===== src/rtl/fact_pkg.sv =====
// Shared definitions for the factorial sequencer: state encoding and the
// default operand/result widths used by the top level and its interface.
package fact_pkg;

  localparam int unsigned FACT_SIZE     = 8;
  localparam int unsigned FACT_OUT_SIZE = 32;

  typedef enum logic [1:0] {
    IDLE = 2'd0,
    RUN  = 2'd1,
    DONE = 2'd2
  } state_t;

endpackage


===== src/rtl/fact_ctrl_if.sv =====
// Host-side handshake for the factorial sequencer. The host (master) issues
// start/n and observes busy/done/result/overflow; fact_ctrl is the slave.
interface fact_ctrl_if
  import fact_pkg::*;
#(
  parameter int unsigned SIZE     = FACT_SIZE,
  parameter int unsigned OUT_SIZE = FACT_OUT_SIZE
);

  logic                start;
  logic [SIZE-1:0]     n;
  logic                busy;
  logic                done;
  logic [OUT_SIZE-1:0] result;
  logic                overflow;

  modport master (
    output start, n,
    input  busy, done, result, overflow
  );

  modport slave (
    input  start, n,
    output busy, done, result, overflow
  );

endinterface


===== src/rtl/fact_ctrl_cmp.sv =====
// Existing magnitude comparator used for loop termination: gt = (a > b).
module cmp #(
  parameter int unsigned SIZE = 9
) (
  input  logic [SIZE-1:0] a,
  input  logic [SIZE-1:0] b,
  output logic            gt
);

  // Unsigned magnitude compare.
  always_comb gt = (a > b);

endmodule


===== src/rtl/fact_ctrl.sv =====
// Iterative factorial sequencer: latches n on start, multiplies acc by cnt
// until cnt > n, then returns n! (low OUT_SIZE bits) with a done pulse and
// a sticky overflow flag.
// Build option FACT_CTRL_EARLY_STOP_EN: when defined, the first overflowing
// multiply ends the run immediately with the truncated product as result.
module fact_ctrl
  import fact_pkg::*;
#(
  parameter int unsigned SIZE     = FACT_SIZE,
  parameter int unsigned OUT_SIZE = FACT_OUT_SIZE
) (
  input logic        clk,
  input logic        rst,
  fact_ctrl_if.slave bus
);

  localparam int unsigned PW = OUT_SIZE + SIZE + 1;

  state_t              state, state_nxt;
  logic [SIZE-1:0]     n_reg;
  logic [SIZE:0]       cnt;
  logic [OUT_SIZE-1:0] acc;
  logic [OUT_SIZE-1:0] result_r;
  logic                ovf_r;
  logic                gt;
  logic [PW-1:0]       prod;
  logic                prod_ovf;
  logic                stop_ovf;

  // cnt is one bit wider than n so n = 2^SIZE-1 still terminates.
  cmp #(.SIZE(SIZE + 1)) u_cmp (
    .a  (cnt),
    .b  ({1'b0, n_reg}),
    .gt (gt)
  );

  // Full-width product and detection of bits lost to truncation.
  always_comb begin
    prod     = PW'(acc) * PW'(cnt);
    prod_ovf = |prod[PW-1:OUT_SIZE];
  end

`ifdef FACT_CTRL_EARLY_STOP_EN
  always_comb stop_ovf = prod_ovf;
`else
  always_comb stop_ovf = 1'b0;
`endif

  // State register.
  always_ff @(posedge clk or posedge rst) begin
    if (rst) state <= IDLE;
    else     state <= state_nxt;
  end

  // Next-state logic; DONE always lasts exactly one cycle.
  always_comb begin
    state_nxt = state;
    case (state)
      IDLE:    if (bus.start) state_nxt = RUN;
      RUN:     if (gt || stop_ovf) state_nxt = DONE;
      DONE:    state_nxt = IDLE;
      default: state_nxt = IDLE;
    endcase
  end

  // Operand capture, multiply-accumulate loop and result/overflow update.
  always_ff @(posedge clk or posedge rst) begin
    if (rst) begin
      n_reg    <= '0;
      cnt      <= '0;
      acc      <= '0;
      result_r <= '0;
      ovf_r    <= 1'b0;
    end else begin
      case (state)
        IDLE: begin
          if (bus.start) begin
            n_reg <= bus.n;
            acc   <= OUT_SIZE'(1);
            cnt   <= (SIZE + 1)'(2);
            ovf_r <= 1'b0;
          end
        end
        RUN: begin
          if (gt) begin
            result_r <= acc;
          end else begin
            acc   <= prod[OUT_SIZE-1:0];
            cnt   <= cnt + (SIZE + 1)'(1);
            ovf_r <= ovf_r | prod_ovf;
            // Early exit publishes the truncated product directly.
            if (stop_ovf) result_r <= prod[OUT_SIZE-1:0];
          end
        end
        default: ;
      endcase
    end
  end

  // Host-visible status.
  always_comb begin
    bus.busy     = (state != IDLE);
    bus.done     = (state == DONE);
    bus.result   = result_r;
    bus.overflow = ovf_r;
  end

endmodule

===== src/flat_wrapper.sv =====
// flat-port wrapper written by rule: the top's interface ports become plain ports
module fact_ctrl_flat import fact_pkg::*;
#(
  parameter int unsigned SIZE     = FACT_SIZE,
  parameter int unsigned OUT_SIZE = FACT_OUT_SIZE
)
  (clk, rst, bus_start, bus_n, bus_busy, bus_done, bus_result, bus_overflow);
  fact_ctrl_if #(.SIZE(SIZE), .OUT_SIZE(OUT_SIZE)) bus_i ();
  input logic clk;
  input logic rst;
  input wire logic [$bits(bus_i.start)-1:0] bus_start;
  input wire logic [$bits(bus_i.n)-1:0] bus_n;
  output wire logic [$bits(bus_i.busy)-1:0] bus_busy;
  output wire logic [$bits(bus_i.done)-1:0] bus_done;
  output wire logic [$bits(bus_i.result)-1:0] bus_result;
  output wire logic [$bits(bus_i.overflow)-1:0] bus_overflow;
  assign bus_i.start = bus_start;
  assign bus_i.n = bus_n;
  assign bus_busy = bus_i.busy;
  assign bus_done = bus_i.done;
  assign bus_result = bus_i.result;
  assign bus_overflow = bus_i.overflow;
  fact_ctrl #(.SIZE(SIZE), .OUT_SIZE(OUT_SIZE)) u_core (.clk(clk), .rst(rst), .bus(bus_i));
endmodule

===== config.mk =====
export PLATFORM = sky130hd
export DESIGN_NAME = fact_ctrl_flat
export DESIGN_NICKNAME = d
export VERILOG_FILES = /design/src/rtl/fact_pkg.sv /design/src/rtl/fact_ctrl_if.sv /design/src/rtl/fact_ctrl_cmp.sv /design/src/rtl/fact_ctrl.sv /design/src/flat_wrapper.sv
export SDC_FILE = /design/constraint.sdc
export NUM_CORES = 1
export LEC_CHECK = 0
export ABC_AREA = 1
export CAP_MARGIN = 25
export CORE_MARGIN = 2
export CORE_UTILIZATION = 55
export CTS_CLUSTER_DIAMETER = 30
export DETAILED_ROUTE_END_ITERATION = 8
export PLACE_DENSITY = 0.74
export SYNTH_ARGS = -nofsm -noshare
export SYNTH_HDL_FRONTEND = slang
export SYNTH_HIERARCHICAL = 1
export SYNTH_SLANG_ARGS = --single-unit

===== constraint.sdc =====
create_clock -name clk -period 4.8 [get_ports clk]
set_input_delay 0.96 -clock clk [delete_from_list [all_inputs] [get_ports clk]]
set_output_delay 0.96 -clock clk [all_outputs]
set_load 0.03 [all_outputs]

==> results of run 1 <==
power by group:
part           switching (mW)  total [mW]  internal, mW
logic                    5.74        9.74          3.99
registers               0.419        1.46          1.04
clock network           0.354       0.821         0.467
worst paths after layout:
path,cells past startpoint,start,to
setup / recovery,25,u_core/cnt[0],u_core/bus.overflow
hold / removal,2,u_core/bus.result[0],u_core/bus.result[0]
setup reg to reg,25,u_core/cnt[0],u_core/bus.overflow
hold reg to reg,2,u_core/bus.result[0],u_core/bus.result[0]
max in group asynchronous,3,rst,u_core/acc[8]
min in group asynchronous,2,rst,u_core/acc[1]
routing by layer:
metal / up-vias / share of wire / GRT usage
met5: - / 0.00017 / 0
met4: 2 / 0.032 / 0.0840
met3: 106 / 0.094 / 0.0611
met2: 609 / 0.45 / 0.503
met1: 5976 / 0.42 / 0.447
li1: 5701 / - / -
layout by cell type, fill, tap and decap left out, drive strengths merged, types with 12 or more instances in the layout:
master,Yosys,routed
nand2,611,611
inv,598,599
fa,211,211
buf,12,128
o21ai,84,84
dfrtp,84,84
nor2,80,80
ha,71,71
clkdlybuf4s50,0,45
a21oi,43,43
nand3,33,33
clkbuf,70,12
o22ai,12,12
layout make-up:
cell class              count  area, sq um  area share
multi-input cells        1184         9480       0.578
flip-flops and latches     84         2110       0.129
repair buffers            177         1820       0.111
well taps                 324          405      0.0247
clock buffers               9          225      0.0137
inverters                 598         2250       0.137
clock inverters             7          109     0.00664
timing repair:
| item | 4_1_cts | 5_1_grt |
|---|---|---|
| endpoints found under the setup margin | 8 | 14 |
| pin swaps | 13 | 29 |
| buffers inserted | 7 | 15 |
| gates resized for setup | 49 | 87 |
| gates cloned | 4 | 4 |
cell families after synthesis:
group | after synthesis | share of synthesized area
flops | 84 | 0.155
fa+ha+maj | 282 | 0.377
other cells | 1 | 0.000276
simple gates | 745 | 0.217
xor+xnor | 4 | 0.00258
compound gates | 152 | 0.0598
buf+inv | 680 | 0.188
worst reg2reg max path, delay by kind of cell, from the launching register on:
kind	cells	cell delay (ps)
DFF	1	380
and+or+nand+nor	12	1200
buffers and inverters	6	550
AOI/OAI and AO/OA	2	280
adders and majority gates	5	2330
==> flow_summary.toml, run 1 <==
[clocking]
cts.sinks = 84
root_buffer = "clkbuf_16"
clk_latency_ps = 360
clkTransAtPathRegs_ps = 70
cts_tree = "built"
h-tree-depth = 3
clockBufferDepth = 2
cts.hold.buffers_added = 0
numCtsBuffers = 9

[setup_path]
path_common_cell = "nand2_1"
slowest_delay_ps = 570
timing.reg2reg.setup_slack_ps = -70
cp_max_fo = 18
worstPathRequired_ps = 5030
cp_num_buf_inv = 6
end_kind = "register"
crit_arrival_ps = 5100
cpMaxStageDelayCell = "fa_1"
cp-start-kind = "register"
critPathKind = "register to register"
critical-path-top-delay-family = "adder cells"

[logic_synthesis]
seq_area_frac_synth = 0.155
avgSynthCellArea_sq_um = 6.97
syn_nets = 2241
async_flop_share = 1.00
synth_cell_types = 37
yosysMostFrequentCell = "nand2_1"
netlist_instances = 1948
synth_edf_count = 0
yosysWarnings = 6
synthTopCellsByArea = "fa_1 31%, nand2_1 17%, inv_1 16%"
synth_common_cells = "610 x nand2_1, 594 x inv_1, 211 x fa_1"
synth_area_leader_cell = "fa_1"
synth-main-ff-cell = "dfrtp_1"
synth_top_area_frac = 0.311
ys_seq_elements = 84
netlist_area_sq_mm = 0.0136

[sta]
fmax_mhz = 205
setup_violations = 3
relSlewSlack = 0.626
holdWs_ps = 480
rsz0062_at_grt = "true"
worst_pin_slew_ps = 561
fin_ws_ps = -73.7
skew_ps = 14.0
hold_viol_final = 0
slew_violations = 0
finalCritPeriodShare = 1.02
tns_ps = -159
fin_crit_ps = 4870

[outcome]
violations = "negative setup slack"
status = "finished, violations left"

[pwr]
p_leak_nw = 9.94
power_density_mw_per_mm2 = 733
irDropWorstVdd_mv = 0.380
p_total_mw = 12.0

[die]
fp.dieArea_sq_mm = 0.0260
io_pins = 46
floorplan.initialDensity = 0.560
rows = 57
die_x_um = 161
die_y_um = 161
core_sq_mm = 0.0242

[finish]
syn_to_final_growth_pct = 20.7
antennaDiodeCount = 0
drive_above_1_share = 0.139
stdcell_area_sq_mm = 0.0164
fillCellCount = 2015
fin_util = 0.676
finalNetCount = 2347
fin_cells = 2383

[route]
dr.pass1.iters = 7
drc = 0
ant_nets = 0
vias_per_cell = 5.20
dr.first_iter.drc_count = 1196
routedWlPerCell_um = 17.0
wl_um = 40500
routed-via-count = 12400

[global_routing]
grt_usage = 0.316
grt_pass1_wl_um = 64200
grt_start_max_net_pins = 47
grt_pass1_vias = 12500
antenna_found_initial = 1
overflow = 0

[place]
portBuffers = 45
post-dp-hpwl_um = 30100
gp_congestion = 0.939
dp_worst_setup_slack_ps = -180
dp.cells = 2337
placed_area_sq_mm = 0.0151

[run]
cap_viol_max_count = 0

[min_path]
hold_path.class = "register to register"
Power figures use the tool's default switching activity.
==> run 2: changes to the inputs <==
- PLACE_DENSITY: 0.74 -> 0.71
- clock period: 4.8 -> 4.9 ns (I/O delays scaled with it)
==> run 2 against run 1 <==
The flow now finishes without violations; maximum frequency up 1.1%; final area is 6.8% lower; register-to-register slack improved by 150 ps; highest routed layer is now met4; count of clock-buffer cells in the layout unchanged; final cell count shrank 2.9%; first-iteration DRC count is 15% lower; power down 16%; via count shrank 4.3%.
==> flow_summary.toml, run 2 (synthesis results as in run 1) <==
[outcome]
status = "complete, no violations"

[finish]
final_cell_mix = "601 x nand2_1, 593 x inv_1, 208 x fa_1, 81 x o21ai_0, 65 x nor2_1"
drive_above_1_share = 0.0840
ff_latch_area_sq_mm = 0.00213
final_common_cell = "nand2_1"
multi_input_area_sq_mm = 0.00907
syn_to_final_growth_pct = 12.6
fillCellCount = 2171
antennaDiodeCount = 0
finalNetCount = 2277
stdcell_area_sq_mm = 0.0153
fin_cells = 2313

[clocking]
h-tree-depth = 3
clockBufferDepth = 2
cts.hold.buffers_added = 0
clk_latency_ps = 370
cts.sinks = 84
root_buffer = "clkbuf_16"
clkTransAtPathRegs_ps = 70
numCtsBuffers = 9
cts_tree = "built"

[global_routing]
overflow = 0
antenna_found_initial = 0
grt_usage = 0.304
grt_pass1_wl_um = 61500
grt_pass1_vias = 11800
grt_start_max_net_pins = 68

[setup_path]
cp_max_fo = 20
crit_arrival_ps = 5060
crit_chain = "buf_12 -> nand2_1 -> fa_1 -> inv_1 -> fa_1 -> fa_1 -> inv_1 -> fa_1 -> inv_1 -> ha_1 -> nand2_1 -> nand2_1 -> nand2_1 -> nand2_1 -> a21oi_2 -> nand3_2 -> a31oi_1 -> xor2_1 -> o31ai_1"
cp_num_buf_inv = 4
cp-start-kind = "register"
timing.reg2reg.setup_slack_ps = 80
cpMaxStageDelayCell = "fa_1"
path_common_cell = "nand2_1"
r2r_start = "u_core/cnt[0]"
worstPathRequired_ps = 5140
end_kind = "register"
critical-path-top-delay-family = "adder cells"
slowest_delay_ps = 580
startpoint = "u_core/cnt[0]"
critPathKind = "register to register"

[die]
die_y_um = 161
core_sq_mm = 0.0242
fp.dieArea_sq_mm = 0.0260
io_pins = 46
floorplan.initialDensity = 0.560
rows = 57
die_x_um = 161

[sta]
rsz0062_at_grt = "true"
worst_pin_slew_ps = 577
fin_ws_ps = 78.1
setup_violations = 0
holdWs_ps = 476
fin_crit_ps = 4820
skew_ps = 16.0
hold_viol_final = 0
relSlewSlack = 0.615
fmax_mhz = 207
tns_ps = 0
finalCritPeriodShare = 0.984
slew_violations = 0

[pwr]
irDropWorstVdd_mv = 0.465
power_density_mw_per_mm2 = 660
p_leak_nw = 9.47

[place]
placed_area_sq_mm = 0.0147
dp.cells = 2291
dp_worst_setup_slack_ps = -5.92
portBuffers = 45
gp_congestion = 0.947
post-dp-hpwl_um = 29700

[route]
dr.first_iter.drc_count = 1014
drc = 0
routedWlPerCell_um = 16.5
wl_um = 38100
routed-via-count = 11900
ant_nets = 0
dr.pass1.iters = 5
vias_per_cell = 5.13

[min_path]
hold_path.class = "register to register"
hold_start = "u_core/bus.result[0]"

[run]
cap_viol_max_count = 0
run 2: changes by cell type in the layout (fill, tap and decap cells not counted), moves of 17 or more:
cell	delta
buf_4	-58
dfrtp_1	-17
dfrtp_2	+17
ha_4	-19
nand2_1	+23
nand2_2	-22
run 2: metal layers:
metal	GRT usage	vias up	routed length, um
met3	0.0670	52	3760
met4	0.0739	0	636
met5	0	-	0
met1	0.440	5687	16500
li1	-	5569	-
met2	0.469	547	17200
run 2: final cells by class:
type                    instances  area share
multi-input cells            1184       0.594
inverters                     598       0.147
flip-flops and latches         84       0.140
repair buffers                107      0.0716
well taps                     324      0.0265
clock buffers                   9      0.0147
clock inverters                 7     0.00688
run 2: worst min-delay path: cells and delay by family (launching register included):
kind | cells | cell delay, ps
DFF | 1 | 340
and+or+nand+nor | 2 | 100
run 2: timing repair:
item,CTS,global route
resized for setup,3,67
buffers inserted,0,2
cloned,0,3
setup endpoints to repair,3,12
pin swaps,0,3
run 2: where the power goes:
part           switching, mW  total (mW)  internal (mW)  leakage (nW)
Sequential             0.447        1.48           1.03          1.05
Clock                  0.364       0.820          0.457         0.159
Combinational           4.94        7.79           2.84          8.26
Total                   5.75        10.1           4.33          9.47
run 2: final timing paths:
path	endpoint	depth (start not counted)
setup reg to reg	u_core/acc[31]	19
max in group asynchronous	u_core/acc[26]	3
hold / removal	u_core/bus.result[0]	2
min in group asynchronous	u_core/acc[2]	2
hold reg to reg	u_core/bus.result[0]	2
setup / recovery	u_core/acc[31]	19
run 2: through the flow:
stage,power [mW],utilization
4_1_cts,9.62,0.619
3_3_place_gp,8.56,0.604
2_1_floorplan,6.18,-
5_1_grt,11.1,0.630
6_report,10.1,0.630
3_5_place_dp,8.69,0.605
==> run 3: changes to the inputs <==
- ABC_CLOCK_PERIOD_IN_PS: not set -> 5700
- SYNTH_HIERARCHICAL: 1 -> not set
- clock period: 4.9 -> 5.7 ns (I/O delays scaled with it)
==> run 3 against run 2 <==
Combinational power down 25%; count of clock-buffer cells in the layout unchanged; clock skew up 4.2 ps; global-route usage down 1.2 points.
==> flow_summary.toml, run 3 <==
[outcome]
status = "complete, no violations"

[finish]
drive_above_1_share = 0.0473
final_common_cell = "nand2_1"
finalNetCount = 2147
fin_cells = 2185
fillCellCount = 2249
syn_to_final_growth_pct = 7.32
final_cell_mix = "568 x nand2_1, 556 x inv_1, 211 x fa_1, 83 x dfrtp_1, 70 x ha_1"

[logic_synthesis]
netlist_instances = 1860
yosysMostFrequentCell = "nand2_1"
netlist_area_sq_mm = 0.0136
avgSynthCellArea_sq_um = 7.32
synth_common_cells = "568 x nand2_1, 557 x inv_1, 211 x fa_1"
synth_cell_types = 41
synth_area_leader_cell = "fa_1"
ys_seq_elements = 84
syn_nets = 2152
synthTopCellsByArea = "fa_1 31%, nand2_1 16%, dfrtp_1 15%"
synth_edf_count = 0
async_flop_share = 1.00
seq_area_frac_synth = 0.154
yosysWarnings = 0
synth-main-ff-cell = "dfrtp_1"
synth_top_area_frac = 0.310

[die]
die_x_um = 161
floorplan.initialDensity = 0.560
rows = 57
io_pins = 46
fp.dieArea_sq_mm = 0.0260
core_sq_mm = 0.0243
die_y_um = 161

[clocking]
numCtsBuffers = 9
cts.hold.buffers_added = 0
cts_tree = "built"
h-tree-depth = 3
clockBufferDepth = 2
cts.sinks = 84
cts_post_setup_buffers_inserted = 0
root_buffer = "clkbuf_16"
clkTransAtPathRegs_ps = 80
clk_latency_ps = 360

[min_path]
hold_path.class = "register to register"
hold_start = "u_core.bus.result[11]"
holdPathStages = 2
hold_path_end = "u_core.bus.result[11]"

[setup_path]
end_kind = "register"
path_common_cell = "nand2_1"
cp_max_fo = 22
r2r_start = "u_core.cnt[5]"
critPathKind = "register to register"
worstPathRequired_ps = 5900
slowest_delay_ps = 790
cp-start-kind = "register"
timing.reg2reg.setup_slack_ps = 400
r2r-end = "u_core.bus.overflow"
crit_arrival_ps = 5510
cp_num_buf_inv = 4
cpMaxStageDelayCell = "dfrtp_1"
critical-path-top-delay-family = "adder cells"
r2r_cells = 25

[route]
met3_length_um = 2740
met1_length_um = 15200
wl_um = 35200
ant_nets = 0
dr.pass1.iters = 5
routed-via-count = 11000
routedWlPerCell_um = 16.1
vias_per_cell = 5.05
top_layer = "met4"
dr.first_iter.drc_count = 796
drc = 0
wl_met2_um = 16600

[pwr]
p_total_mw = 7.83
p_leak_nw = 9.09
power_density_mw_per_mm2 = 536
irDropWorstVdd_mv = 0.331

[sta]
hold_viol_final = 0
relSlewSlack = 0.477
setup_violations = 0
rsz0062_at_grt = "false"
fin_ws_ps = 397
fmax_mhz = 189
worst_pin_slew_ps = 785
skew_ps = 20.2
slew_violations = 0
holdWs_ps = 484
finalCritPeriodShare = 0.930
fin_crit_ps = 5300
tns_ps = 0

[place]
gp_congestion = 0.964
portBuffers = 45
dp.cells = 2167
post-dp-hpwl_um = 28300
dp_worst_setup_slack_ps = 290

[global_routing]
antenna_found_initial = 1
grt_start_max_net_pins = 63
grt_pass1_vias = 11800
overflow = 0
grt_pass1_wl_um = 59800
grt_usage = 0.292

[run]
cap_viol_max_count = 0
[run 3: what timing repair did]
| action | CTS | global route |
|---|---|---|
| hold endpoints to repair | 0 | 0 |
| resized for setup | 0 | 1 |
| setup endpoints to repair | 0 | 1 |
[run 3: metal layers]
| metal | up-vias | global-route usage |
|---|---|---|
| met5 | - | 0 |
| met4 | 0 | 0.0731 |
| met3 | 46 | 0.0575 |
| met2 | 375 | 0.482 |
| met1 | 5363 | 0.399 |
| li1 | 5256 | - |
[run 3: kinds of logic after synthesis]
| logic type | share of synthesized area |
|---|---|
| buffers and inverters | 0.186 |
| and+or+nand+nor | 0.201 |
| adders and majority gates | 0.374 |
| DFF | 0.154 |
| AOI/OAI and AO/OA | 0.0654 |
| xor gates and xnor gates | 0.0193 |
[run 3: report_power, final]
part,internal [mW],switching (mW)
clock network,0.313,0.323
registers,0.870,0.484
logic,2.09,3.75
total,3.28,4.56
[run 3: how the worst max path moves through the flow]
stage | start | endpoint | slack, ps | cells after the start
floorplan | u_core.cnt[5] | u_core.bus.overflow | 1100 | 25
global placement | u_core.cnt[3] | u_core.bus.overflow | 400 | 23
detailed placement | u_core.cnt[3] | u_core.bus.overflow | 290 | 23
CTS | u_core.cnt[3] | u_core.bus.overflow | 260 | 23
global route | u_core.cnt[5] | u_core.bus.overflow | 20 | 25
finish | u_core.cnt[5] | u_core.bus.overflow | 400 | 25
[run 3: layout make-up]
| cell class | instances | area [sq um] | share of cell area |
|---|---|---|---|
| multi-input cells | 1131 | 8990 | 0.615 |
| inverters | 563 | 2120 | 0.145 |
| flip-flops and latches | 84 | 2100 | 0.144 |
| repair buffers | 66 | 696 | 0.0476 |
| well taps | 324 | 405 | 0.0277 |
| clock buffers | 9 | 225 | 0.0154 |
| clock inverters | 7 | 76.3 | 0.00522 |
| diodes | 1 | 2.50 | 0.000171 |
[run 3: worst register-to-register path, stage by stage, from the launching register on]
cell and delay (ps):
dfrtp_1 790, buf_12 270, nand2_1 100, fa_1 490
fa_1 570, inv_1 50, fa_1 490, inv_1 50
fa_1 490, inv_1 50, ha_1 360, nand2_1 110
nor2_1 200, nand3_1 90, nand2_1 190, nand2_1 80
nand2_1 140, nand2_1 90, nand2_1 70, nand2_1 40
nand2_1 60, nand2_1 70, nor2_1 110, nand3_1 90
nand2_1 60, a21oi_1 70
[run 3: through the flow]
step	utilization	cell area (sq um)
after CTS	0.600	14600
after detailed placement	0.588	14300
final	0.601	14600
after global routing	0.601	14600
after floorplan	-	13600
after global placement	0.588	14300
